[config.mk]
export PLATFORM = sky130hd
export DESIGN_NAME = nvram_uploader
export DESIGN_NICKNAME = d
export VERILOG_FILES = /design/src/rtl/nvram_uploader_pkg.sv /design/src/rtl/nvram_rd_delay.sv /design/src/rtl/nvram_uploader.sv
export SDC_FILE = /design/constraint.sdc
export NUM_CORES = 1
export LEC_CHECK = 0
export CAP_MARGIN = 20
export CORE_ASPECT_RATIO = 1.75
export CORE_MARGIN = 2
export CORE_UTILIZATION = 35
export DETAILED_ROUTE_END_ITERATION = 8
export MAX_ROUTING_LAYER = met4
export PLACE_DENSITY = 0.67
export SLEW_MARGIN = 20
export SYNTH_ARGS = -nofsm -noshare
export SYNTH_HDL_FRONTEND = slang
export SYNTH_SLANG_ARGS = --single-unit
[constraint.sdc]
create_clock -name clk_sys -period 2.7 [get_ports clk_sys]
set_input_delay 0.675 -clock clk_sys [delete_from_list [all_inputs] [get_ports clk_sys]]
set_output_delay 0.675 -clock clk_sys [all_outputs]
set_load 0.01 [all_outputs]
[src/rtl/nvram_uploader_pkg.sv]
// Shared types and defaults for the NVRAM uploader.
package nvram_uploader_pkg;

    typedef enum logic [2:0] {
        IDLE,
        FETCH,
        WAIT,
        VALID,
        FINISH
    } state_t;

    localparam logic [7:0] NV_INDEX_DEFAULT = 8'hFF;
    localparam int         DEPTH_DEFAULT    = 256;

endpackage

[src/rtl/nvram_rd_delay.sv]
// Delays the CMOS read enable by the RAM read latency to mark when ram_q is valid.
module nvram_rd_delay #(
    parameter int RD_LAT = 1
) (
    input  logic clk_sys,
    input  logic reset_n,
    input  logic clear,
    input  logic ram_rd,
    output logic capture
);

    logic [RD_LAT-1:0] taps;

    // Shift the read strobe along; clearing drops a read left behind by an aborted upload.
    always_ff @(posedge clk_sys or negedge reset_n) begin
        if (!reset_n) begin
            taps <= '0;
        end else if (clear) begin
            taps <= '0;
        end else begin
            taps <= (taps << 1) | RD_LAT'(ram_rd);
        end
    end

    assign capture = taps[RD_LAT-1];

endmodule

[src/rtl/nvram_uploader.sv]
// Streams CMOS bytes to the host during an NVRAM upload and tracks whether CMOS changed.
module nvram_uploader
    import nvram_uploader_pkg::*;
#(
    parameter int         DEPTH    = DEPTH_DEFAULT,
    parameter logic [7:0] NV_INDEX = NV_INDEX_DEFAULT,
    parameter int         RD_LAT   = 1
) (
    input  logic       clk_sys,
    input  logic       reset_n,
    input  logic       ioctl_upl,
    input  logic [7:0] ioctl_index,
    input  logic       ioctl_rd,
    output logic [7:0] ioctl_din,
    output logic [7:0] ram_addr,
    output logic       ram_rd,
    input  logic [7:0] ram_q,
    input  logic       cmos_wr,
    output logic       dirty,
    output logic       busy,
    output logic       done
);

    localparam int               PTR_W = (DEPTH > 1) ? $clog2(DEPTH) : 1;
    localparam logic [PTR_W-1:0] LAST  = PTR_W'(DEPTH - 1);

    state_t           state, state_next;
    logic [PTR_W-1:0] ptr, ptr_next;
    logic             pending, pending_next;
    logic [7:0]       din_next;
    logic             dirty_next, done_next;
    logic             wr_seen, wr_seen_next;
    logic             upl_q;
    logic             start;
    logic             advance;
    logic             capture;
    logic             delay_clear;

    assign start       = ioctl_upl && !upl_q && (ioctl_index == NV_INDEX);
    assign delay_clear = (state == IDLE);
    assign ram_rd      = (state == FETCH);
    assign ram_addr    = 8'(ptr);
    assign busy        = (state != IDLE);

    nvram_rd_delay #(
        .RD_LAT (RD_LAT)
    ) u_rd_delay (
        .clk_sys (clk_sys),
        .reset_n (reset_n),
        .clear   (delay_clear),
        .ram_rd  (ram_rd),
        .capture (capture)
    );

    // Register FSM state, pointer, host byte and status; upl_q resets high so a held upload needs a fresh edge.
    always_ff @(posedge clk_sys or negedge reset_n) begin
        if (!reset_n) begin
            state     <= IDLE;
            ptr       <= '0;
            pending   <= 1'b0;
            ioctl_din <= 8'h00;
            dirty     <= 1'b0;
            done      <= 1'b0;
            wr_seen   <= 1'b0;
            upl_q     <= 1'b1;
        end else begin
            state     <= state_next;
            ptr       <= ptr_next;
            pending   <= pending_next;
            ioctl_din <= din_next;
            dirty     <= dirty_next;
            done      <= done_next;
            wr_seen   <= wr_seen_next;
            upl_q     <= ioctl_upl;
        end
    end

    // Next-state logic: fetch, wait for data, present it, advance on host read; upload drop aborts or completes.
    always_comb begin
        state_next   = state;
        ptr_next     = ptr;
        pending_next = pending;
        din_next     = ioctl_din;
        dirty_next   = dirty | cmos_wr;
        done_next    = 1'b0;
        wr_seen_next = wr_seen | cmos_wr;
        advance      = ioctl_rd | pending;

        case (state)
            IDLE: begin
                pending_next = 1'b0;
                if (start) begin
                    state_next   = FETCH;
                    ptr_next     = '0;
                    wr_seen_next = cmos_wr;
                end
            end
            FETCH: begin
                if (!ioctl_upl) begin
                    state_next   = IDLE;
                    pending_next = 1'b0;
                end else begin
                    state_next = WAIT;
                    if (ioctl_rd) pending_next = 1'b1;
                end
            end
            WAIT: begin
                if (!ioctl_upl) begin
                    state_next   = IDLE;
                    pending_next = 1'b0;
                end else begin
                    if (ioctl_rd) pending_next = 1'b1;
                    if (capture) begin
                        din_next   = ram_q;
                        state_next = VALID;
                    end
                end
            end
            VALID: begin
                if (!ioctl_upl) begin
                    state_next   = IDLE;
                    pending_next = 1'b0;
                end else if (advance) begin
                    pending_next = 1'b0;
                    if (ptr == LAST) begin
                        state_next = FINISH;
                    end else begin
                        ptr_next   = ptr + PTR_W'(1);
                        state_next = FETCH;
                    end
                end
            end
            FINISH: begin
                if (!ioctl_upl) begin
                    state_next = IDLE;
                    done_next  = 1'b1;
                    dirty_next = cmos_wr | (dirty & wr_seen);
                end
            end
            default: begin
                state_next   = IDLE;
                pending_next = 1'b0;
            end
        endcase
    end

endmodule

==> results of run 1 <==
-- metrics by stage --
step                      cell area [um2]  setup WS (ns)  hold WS [ns]  utilization [%]  power (mW)
after floorplan                      1220          0.784         0.379                -       0.395
after global placement               1690          0.198         0.469             50.1       0.440
after detailed placement             1690          0.110         0.469             50.1       0.442
after CTS                            1730          0.319         0.489             51.5       0.655
after global routing                 1730          0.229         0.498             51.5       0.682
final                                1730          0.323         0.492             51.5       0.649
-- layer usage --
| layer | vias to the layer above | routed length [um] | GRT usage, % |
|---|---|---|---|
| met2 | 27 | 1600 | 29.6 |
| met1 | 481 | 1220 | 19.1 |
| met5 | - | 0 | - |
| met4 | 0 | 27 | 5.14 |
| li1 | 479 | - | - |
| met3 | 2 | 55 | 1.64 |
-- where the power goes --
part / internal [mW] / switching, mW / total, mW
Combinational: 0.0348 / 0.0197 / 0.0545
Clock: 0.105 / 0.110 / 0.215
Sequential: 0.377 / 0.00219 / 0.379
Total: 0.517 / 0.132 / 0.649
-- sequential cells by signal, indices dropped and copies added (netlist names) --
| signal | flops |
|---|---|
| ioctl_din | 8 |
| ram_addr | 8 |
| state | 3 |
| dirty | 1 |
| done | 1 |
| pending | 1 |
| u_rd_delay.capture | 1 |
| upl_q | 1 |
| wr_seen | 1 |
-- final cells by class --
| class | count | area [um2] | share of cell area, % |
|---|---|---|---|
| flip-flops and latches | 25 | 627 | 36.2 |
| inverters | 4 | 15.0 | 0.867 |
| well taps | 45 | 56.3 | 3.25 |
| clock buffers | 4 | 45.0 | 2.60 |
| multi-input cells | 74 | 551 | 31.8 |
| repair buffers | 45 | 438 | 25.3 |
-- logic make-up after synthesis --
family                   after synthesis
AO/OA/AOI/OAI                         23
flip-flops                            25
multiplexers                           9
adder cells (fa/ha/maj)                1
AND/OR/NAND/NOR                       40
buffers and inverters                  8
XOR/XNOR                               1
-- cells in the mapped netlist (2+ instances only) --
cell type / instances
sky130_fd_sc_hd__nor3b_1: 3
sky130_fd_sc_hd__inv_1: 4
sky130_fd_sc_hd__and3_1: 4
sky130_fd_sc_hd__o21a_1: 4
sky130_fd_sc_hd__and4_1: 2
sky130_fd_sc_hd__mux2_1: 8
sky130_fd_sc_hd__dfrtp_1: 24
sky130_fd_sc_hd__nand2b_1: 2
sky130_fd_sc_hd__nand3_1: 5
sky130_fd_sc_hd__nand2_1: 10
sky130_fd_sc_hd__a31oi_1: 2
sky130_fd_sc_hd__o31ai_1: 3
sky130_fd_sc_hd__o21ai_0: 2
sky130_fd_sc_hd__a21boi_1: 2
sky130_fd_sc_hd__nor2_1: 4
-- cell usage in the layout, fill, tap and decap left out, types with 2 or more instances in the layout --
| cell type | instances |
|---|---|
| sky130_fd_sc_hd__a21boi_1 | 2 |
| sky130_fd_sc_hd__a31oi_1 | 2 |
| sky130_fd_sc_hd__and3_1 | 4 |
| sky130_fd_sc_hd__and4_1 | 2 |
| sky130_fd_sc_hd__buf_4 | 5 |
| sky130_fd_sc_hd__clkbuf_8 | 3 |
| sky130_fd_sc_hd__clkdlybuf4s50_1 | 40 |
| sky130_fd_sc_hd__dfrtp_1 | 24 |
| sky130_fd_sc_hd__inv_1 | 4 |
| sky130_fd_sc_hd__mux2_1 | 8 |
| sky130_fd_sc_hd__nand2_1 | 10 |
| sky130_fd_sc_hd__nand2b_1 | 2 |
| sky130_fd_sc_hd__nand3_1 | 5 |
| sky130_fd_sc_hd__nor2_1 | 4 |
| sky130_fd_sc_hd__nor3b_1 | 3 |
| sky130_fd_sc_hd__o21a_1 | 4 |
| sky130_fd_sc_hd__o21ai_0 | 2 |
| sky130_fd_sc_hd__o31ai_1 | 3 |
-- worst register-to-register path: stages, from the launching register on --
cell and delay (ns):
sky130_fd_sc_hd__dfrtp_1 0.43, sky130_fd_sc_hd__ha_1 0.28, sky130_fd_sc_hd__and3_1 0.21, sky130_fd_sc_hd__a211o_4 0.39, sky130_fd_sc_hd__or4_1 0.48, sky130_fd_sc_hd__a21boi_1 0.15
-- how the worst max path moves through the flow --
stage	from	end	depth (start not counted)
3_3_place_gp	ioctl_upl	ioctl_din[5]	5
6_report	state[0]	ram_rd	2
3_5_place_dp	ioctl_upl	ioctl_din[7]	5
4_1_cts	state[0]	ram_rd	2
2_1_floorplan	ram_addr[0]	ram_addr[5]	5
5_1_grt	state[0]	ram_rd	2
==> load_flow_metrics.sql, run 1 <==
INSERT INTO impl_metrics (metric_group, metric, value, unit) VALUES
('logic_synthesis', 'yosysTopAreaCellShare', '49.3', '%'),
('die', 'die_width', '48.6', 'um'),
('clocking', 'clock_tree_from_tritoncts', 'done', ''),
('logic_synthesis', 'netlist_instances', '107', ''),
('hold_path', 'whs_endpoint', 'wr_seen', ''),
('hold_path', 'worst_hold_path_type', 'reg2reg', ''),
('sta', 'timing.fmax', '421', 'MHz'),
('grt', 'wire_length_of_the_first_global_routing_pass', '4970', 'um'),
('worst_setup_path', 'worst_path_dominant_cell_family', 'flip-flops', ''),
('worst_setup_path', 'worst_setup_path_end_kind', 'output port', ''),
('worst_setup_path', 'critPathArrivalTime', '1.70', 'ns'),
('sta', 'setup_violations', '0', ''),
('logic_synthesis', 'predominant_post_synthesis_flop_cell', 'sky130_fd_sc_hd__dfrtp_1', ''),
('cells_and_area', 'antenna_cells_inserted', '0', ''),
('die', 'initial_core_util', '36.2', '%'),
('cells_and_area', 'final.fill_count', '315', ''),
('worst_setup_path', 'rrSetupSlack', '0.70', 'ns'),
('cells_and_area', 'number_of_nets_in_the_finished_design', '175', ''),
('logic_synthesis', 'synth_cell_type_count', '43', ''),
('clocking', 'clock_latency', '0.26', 'ns'),
('sta', 'report.final.slew_viol_count', '0', ''),
('run_status', 'run_status', 'complete, no violations', ''),
('cells_and_area', 'fraction_of_layout_instances_using_a_drive_strength_above_1', '9.21', '%'),
('sta', 'hold_viol_final', '0', ''),
('clocking', 'postCtsResizedCells', '0', ''),
('sta', 'timing_worst_slew_pin_value', '0.463', 'ns'),
('hold_path', 'min_delay_path_depth', '1', ''),
('worst_setup_path', 'worst_path_largest_cell_delay', '0.63', 'ns'),
('logic_synthesis', 'synth_compound_area_share', '14.2', '%'),
('clocking', 'postCtsSetupBuffers', '0', ''),
('drt', 'final_antenna_net_count', '0', ''),
('grt', 'grt_overflow', '0', ''),
('worst_setup_path', 'timing.critical_path.buf_inv', '1', ''),
('clocking', 'clock_sinks', '25', ''),
('worst_setup_path', 'path_max_fanout', '12', ''),
('grt', 'grt_max_degree', '26', ''),
('clocking', 'cts.root.buffer_cell', 'sky130_fd_sc_hd__clkbuf_8', ''),
('worst_setup_path', 'worst-endpoint-required', '2.03', 'ns'),
('die', 'core_area', '3360', 'um2'),
('grt', 'antenna_found_initial', '0', ''),
('logic_synthesis', 'synth-xor-area-share', '0.719', '%'),
('clocking', 'numCtsBuffers', '3', ''),
('logic_synthesis', 'synth.area.top_cells', 'sky130_fd_sc_hd__dfrtp_1, sky130_fd_sc_hd__mux2_1, sky130_fd_sc_hd__nand2_1', ''),
('placed_design', 'place.detailed.hpwl', '2240', 'um'),
('drt', 'detailroute.via_count', '989', ''),
('logic_synthesis', 'count_of_flip_flops_with_a_built_in_enable_after_synthesis', '0', ''),
('hold_path', 'timing.hold.worst.start', 'wr_seen', ''),
('drt', 'detail_route.wl_per_cell', '14.7', 'um'),
('logic_synthesis', 'multiplexer_area_fraction_after_synthesis', '8.21', '%'),
('worst_setup_path', 'cp_cell_sequence', 'nor3b_1, clkdlybuf4s50_1', ''),
('drt', 'dr.pass1.iters', '4', ''),
('placed_design', 'placed_cells_incl_taps', '193', ''),
('sta', 'min_period_over_period', '88.0', '%'),
('worst_setup_path', 'cpMaxStageDelayCell', 'sky130_fd_sc_hd__dfrtp_1', ''),
('worst_setup_path', 'r2r_cells', '5', ''),
('grt', 'number_of_global_route_vias_before_repair', '1025', ''),
('logic_synthesis', 'synth_area', '1220', 'um2'),
('logic_synthesis', 'synth_seq_cells', '25', ''),
('worst_setup_path', 'regToRegEndpoint', 'ram_addr[5]', ''),
('grt', 'total_routing_usage_reported_by_global_routing', '16.4', '%'),
('power', 'power_density', '375', 'nW/um2'),
('clocking', 'clk_pin_slew', '0.08', 'ns'),
('flow_run', 'max_cap_viol_count', '0', ''),
('sta', 'period_minus_slack', '2.38', 'ns'),
('drt', 'post-route-drc-count', '0', ''),
('logic_synthesis', 'combinational_family_with_the_most_area_after_synthesis', 'simple AND/OR/NAND/NOR gates', ''),
('sta', 'worst_clock_skew', '0.00233', 'ns'),
('logic_synthesis', 'synth_warnings', '0', ''),
('cells_and_area', 'area_growth', '42.1', '%'),
('die', 'io_pins', '41', ''),
('sta', 'final.setup.tns', '0', 'ns');
No activity file was read; power rests on OpenSTA's default activity.
==> run 2, diff against run 1 <==
--- a/config.mk
+++ b/config.mk
@@ -17,2 +17,3 @@
 export SYNTH_HDL_FRONTEND = slang
+export SYNTH_HIERARCHICAL = 1
 export SYNTH_SLANG_ARGS = --single-unit
--- a/constraint.sdc
+++ b/constraint.sdc
@@ -3,2 +3,2 @@
 set_output_delay 0.675 -clock clk_sys [all_outputs]
-set_load 0.01 [all_outputs]
+set_load 0.1 [all_outputs]
==> run 2 against run 1 <==
Sequential share of layout area increased by 0.75 points. Clock skew decreased by 0.0014 ns. Critical path type is now in2reg. Worst setup slack improved by 0.15 ns. Synthesized area increased by 3.2%. Cell count unchanged. Global-route usage decreased by 1.4 points. Core utilization decreased by 1.6 points. Clock power increased by 3%. Die area increased by 3.0%. Hold slack got worse by 0.0019 ns. Clock-buffer cell count decreased by 1. Sequential power increased by 32%.
==> load_flow_metrics.sql, run 2 <==
INSERT INTO impl_metrics (metric_group, metric, value, unit) VALUES
('run_status', 'run_status', 'complete, no violations', ''),
('cells_and_area', 'fraction_of_layout_instances_using_a_drive_strength_above_1', '28.9', '%'),
('worst_setup_path', 'cp_cell_sequence', 'clkdlybuf4s50_1, inv_1, nor2_1, nand4b_1, mux2_2', ''),
('worst_setup_path', 'worst-endpoint-required', '2.86', 'ns'),
('grt', 'grt_max_degree', '26', ''),
('clocking', 'clk_pin_slew', '0.08', 'ns'),
('grt', 'total_routing_usage_reported_by_global_routing', '14.9', '%'),
('power', 'power_density', '825', 'nW/um2'),
('sta', 'worst_clock_skew', '0.000968', 'ns'),
('power', 'sw_frac_of_total', '49.2', '%'),
('sta', 'hold_viol_final', '0', ''),
('grt', 'grt_overflow', '0', ''),
('placed_design', 'place.detailed.hpwl', '2150', 'um'),
('worst_setup_path', 'worst_path_dominant_cell_family', 'buffers and inverters', ''),
('clocking', 'clock_latency', '0.27', 'ns'),
('worst_setup_path', 'worst_setup_path_end_kind', 'flip-flop', ''),
('sta', 'timing.fmax', '448', 'MHz'),
('sta', 'period_minus_slack', '2.23', 'ns'),
('logic_synthesis', 'synth_cell_type_count', '43', ''),
('die', 'die-height', '83.3', 'um'),
('worst_setup_path', 'cpMaxStageDelayCell', 'sky130_fd_sc_hd__clkdlybuf4s50_1', ''),
('sta', 'report.final.slew_viol_count', '0', ''),
('sta', 'min_period_over_period', '82.6', '%'),
('clocking', 'postCtsResizedCells', '0', ''),
('worst_setup_path', 'crit_path_start_kind', 'primary input', ''),
('placed_design', 'io_buffer_count', '40', ''),
('drt', 'routed_wirelength', '2730', 'um'),
('logic_synthesis', 'netlist_instances', '111', ''),
('logic_synthesis', 'syn-num-nets', '133', ''),
('power', 'total_switching_power', '0.688', 'mW'),
('die', 'io_pins', '41', ''),
('cells_and_area', 'area_growth', '34.9', '%'),
('hold_path', 'min_delay_path_depth', '1', ''),
('logic_synthesis', 'post-synth-top-count-cell', 'sky130_fd_sc_hd__dfrtp_1', ''),
('flow_run', 'max_cap_viol_count', '0', ''),
('logic_synthesis', 'synth_area', '1260', 'um2'),
('power', 'pwr-share-comb', '48.5', '%'),
('cells_and_area', 'number_of_nets_in_the_finished_design', '175', ''),
('worst_setup_path', 'path_max_fanout', '8', ''),
('logic_synthesis', 'synth_seq_cells', '25', ''),
('power', 'p_leak', '0.728', 'nW'),
('sta', 'setup_violations', '0', ''),
('clocking', 'cts.root.buffer_cell', 'sky130_fd_sc_hd__clkbuf_8', ''),
('grt', 'wire_length_of_the_first_global_routing_pass', '4680', 'um'),
('logic_synthesis', 'yosysTopAreaCell', 'sky130_fd_sc_hd__dfrtp_1', ''),
('logic_synthesis', 'most_frequent_cells_after_synthesis', 'sky130_fd_sc_hd__dfrtp_1, sky130_fd_sc_hd__mux2_2, sky130_fd_sc_hd__nand3_1, sky130_fd_sc_hd__nor2_1', ''),
('clocking', 'clock_tree_from_tritoncts', 'done', ''),
('die', 'floorplan.rows', '28', ''),
('clocking', 'max-clock-path-buffers', '2', ''),
('worst_setup_path', 'rrSetupSlack', '0.87', 'ns'),
('worst_setup_path', 'worst-path-stages', '5', ''),
('die', 'die_width', '49.3', 'um'),
('power', 'p_total', '1.40', 'mW'),
('power', 'irDropWorstVdd', '0.739', 'mV'),
('logic_synthesis', 'synth_warnings', '6', ''),
('sta', 'holdWs', '0.490', 'ns'),
('clocking', 'clock_sinks', '25', ''),
('hold_path', 'worst_hold_path_type', 'reg2reg', ''),
('worst_setup_path', 'critPathArrivalTime', '2.39', 'ns'),
('power', 'power_frac_clock', '15.8', '%'),
('sta', 'final.setup.tns', '0', 'ns'),
('drt', 'final_antenna_net_count', '0', ''),
('logic_synthesis', 'postSynth.asyncResetShare', '100', '%'),
('die', 'initial_core_util', '37.0', '%'),
('placed_design', 'gp_congestion', '0.810', ''),
('drt', 'detail_route.wl_per_cell', '13.9', 'um'),
('logic_synthesis', 'count_of_flip_flops_with_a_built_in_enable_after_synthesis', '0', ''),
('sta', 'timing.slew.headroom', '61.7', '%'),
('worst_setup_path', 'timing.critical_path.buf_inv', '2', ''),
('drt', 'post_drt_via_cell_ratio', '5.17', ''),
('clocking', 'numCtsBuffers', '3', ''),
('clocking', 'postCtsSetupBuffers', '0', ''),
('clocking', 'cts_max_level', '1', ''),
('sta', 'timing_worst_slew_pin_value', '0.570', 'ns'),
('die', 'core_area', '3400', 'um2'),
('die', 'design.die.area', '4110', 'um2'),
('grt', 'number_of_global_route_vias_before_repair', '1023', ''),
('logic_synthesis', 'syn_area_per_cell', '11.3', 'um2'),
('grt', 'antenna_found_initial', '0', ''),
('cells_and_area', 'mostFrequentLayoutCells', 'sky130_fd_sc_hd__dfrtp_1, sky130_fd_sc_hd__buf_4, sky130_fd_sc_hd__clkdlybuf4s50_1, sky130_fd_sc_hd__mux2_2', ''),
('cells_and_area', 'layout.cells.most_common', 'sky130_fd_sc_hd__dfrtp_1', ''),
('worst_setup_path', 'r2r_cells', '4', ''),
('sta', 'unrepaired_setup_endpoints_after_global_routing', 'false', ''),
('power', 'power_frac_seq', '35.7', '%'),
('drt', 'detail_route.iter0.violations', '10', ''),
('clocking', 'holdBufCountCts', '0', ''),
('logic_synthesis', 'yosysSeqAreaShare', '49.9', '%'),
('cells_and_area', 'antenna_cells_inserted', '0', ''),
('worst_setup_path', 'worst-setup-path-type', 'in2reg', ''),
('logic_synthesis', 'synth.area.top_cells', 'sky130_fd_sc_hd__dfrtp_1, sky130_fd_sc_hd__mux2_2, sky130_fd_sc_hd__nand3_1', ''),
('drt', 'detailroute.via_count', '1018', ''),
('logic_synthesis', 'yosysTopAreaCellShare', '47.8', '%'),
('power', 'p_int', '0.712', 'mW'),
('worst_setup_path', 'worst_path_largest_cell_delay', '0.62', 'ns'),
('drt', 'dr.pass1.iters', '4', ''),
('logic_synthesis', 'predominant_post_synthesis_flop_cell', 'sky130_fd_sc_hd__dfrtp_1', ''),
('drt', 'post-route-drc-count', '0', '');
==> run 2: worst paths after layout <==
kind / start / end
max in group asynchronous: reset_n / upl_q
min in group asynchronous: reset_n / ram_addr[3]
worst min register to register: wr_seen / wr_seen
worst max register to register: state[1] / ram_addr[7]
worst max-delay path: ioctl_upl / ioctl_din[5]
worst min-delay path: wr_seen / wr_seen
==> run 2: power by group through the flow <==
stage,clock [mW],combinational (mW),sequential [mW]
floorplan,0,0.287,0.751
global placement,0,0.675,0.506
detailed placement,0,0.683,0.509
CTS,0.231,0.684,0.501
global route,0.248,0.705,0.511
finish,0.221,0.678,0.500
==> run 2: area by class of cell <==
class | count | area [um2]
inverter | 5 | 18.8
multi-input combinational | 77 | 591
fill | 332 | 1700
clock buffer | 3 | 41.3
clock inverter | 1 | 5.00
timing repair buffer | 41 | 358
tap | 45 | 56.3
sequential | 25 | 627
==> run 2: through the flow <==
| step | setup WS, ns | std cells | instance area (um2) | utilization, % |
|---|---|---|---|---|
| after global routing | 0.301 | 197 | 1700 | 49.9 |
| after floorplan | 0.203 | 111 | 1260 | - |
| after detailed placement | 0.165 | 193 | 1650 | 48.6 |
| after CTS | 0.446 | 197 | 1700 | 49.9 |
| final | 0.469 | 197 | 1700 | 49.9 |
| after global placement | 0.267 | 193 | 1650 | 48.6 |
==> run 2: cell families after synthesis <==
| logic type | synth area share (%) |
|---|---|
| compound gates | 12.7 |
| xor+xnor | 2.09 |
| buf+inv | 3.58 |
| mux | 7.96 |
| fa+ha+maj | 0.995 |
| flops | 49.9 |
| simple gates | 22.8 |
==> run 2: metal layers <==
metal	track usage [%]	part of all wire, %	wire (um)
met2	26.3	57	1550
met1	15.3	37	998
met3	2.16	5.0	136
met5	-	0	0
met4	8.31	1.8	48
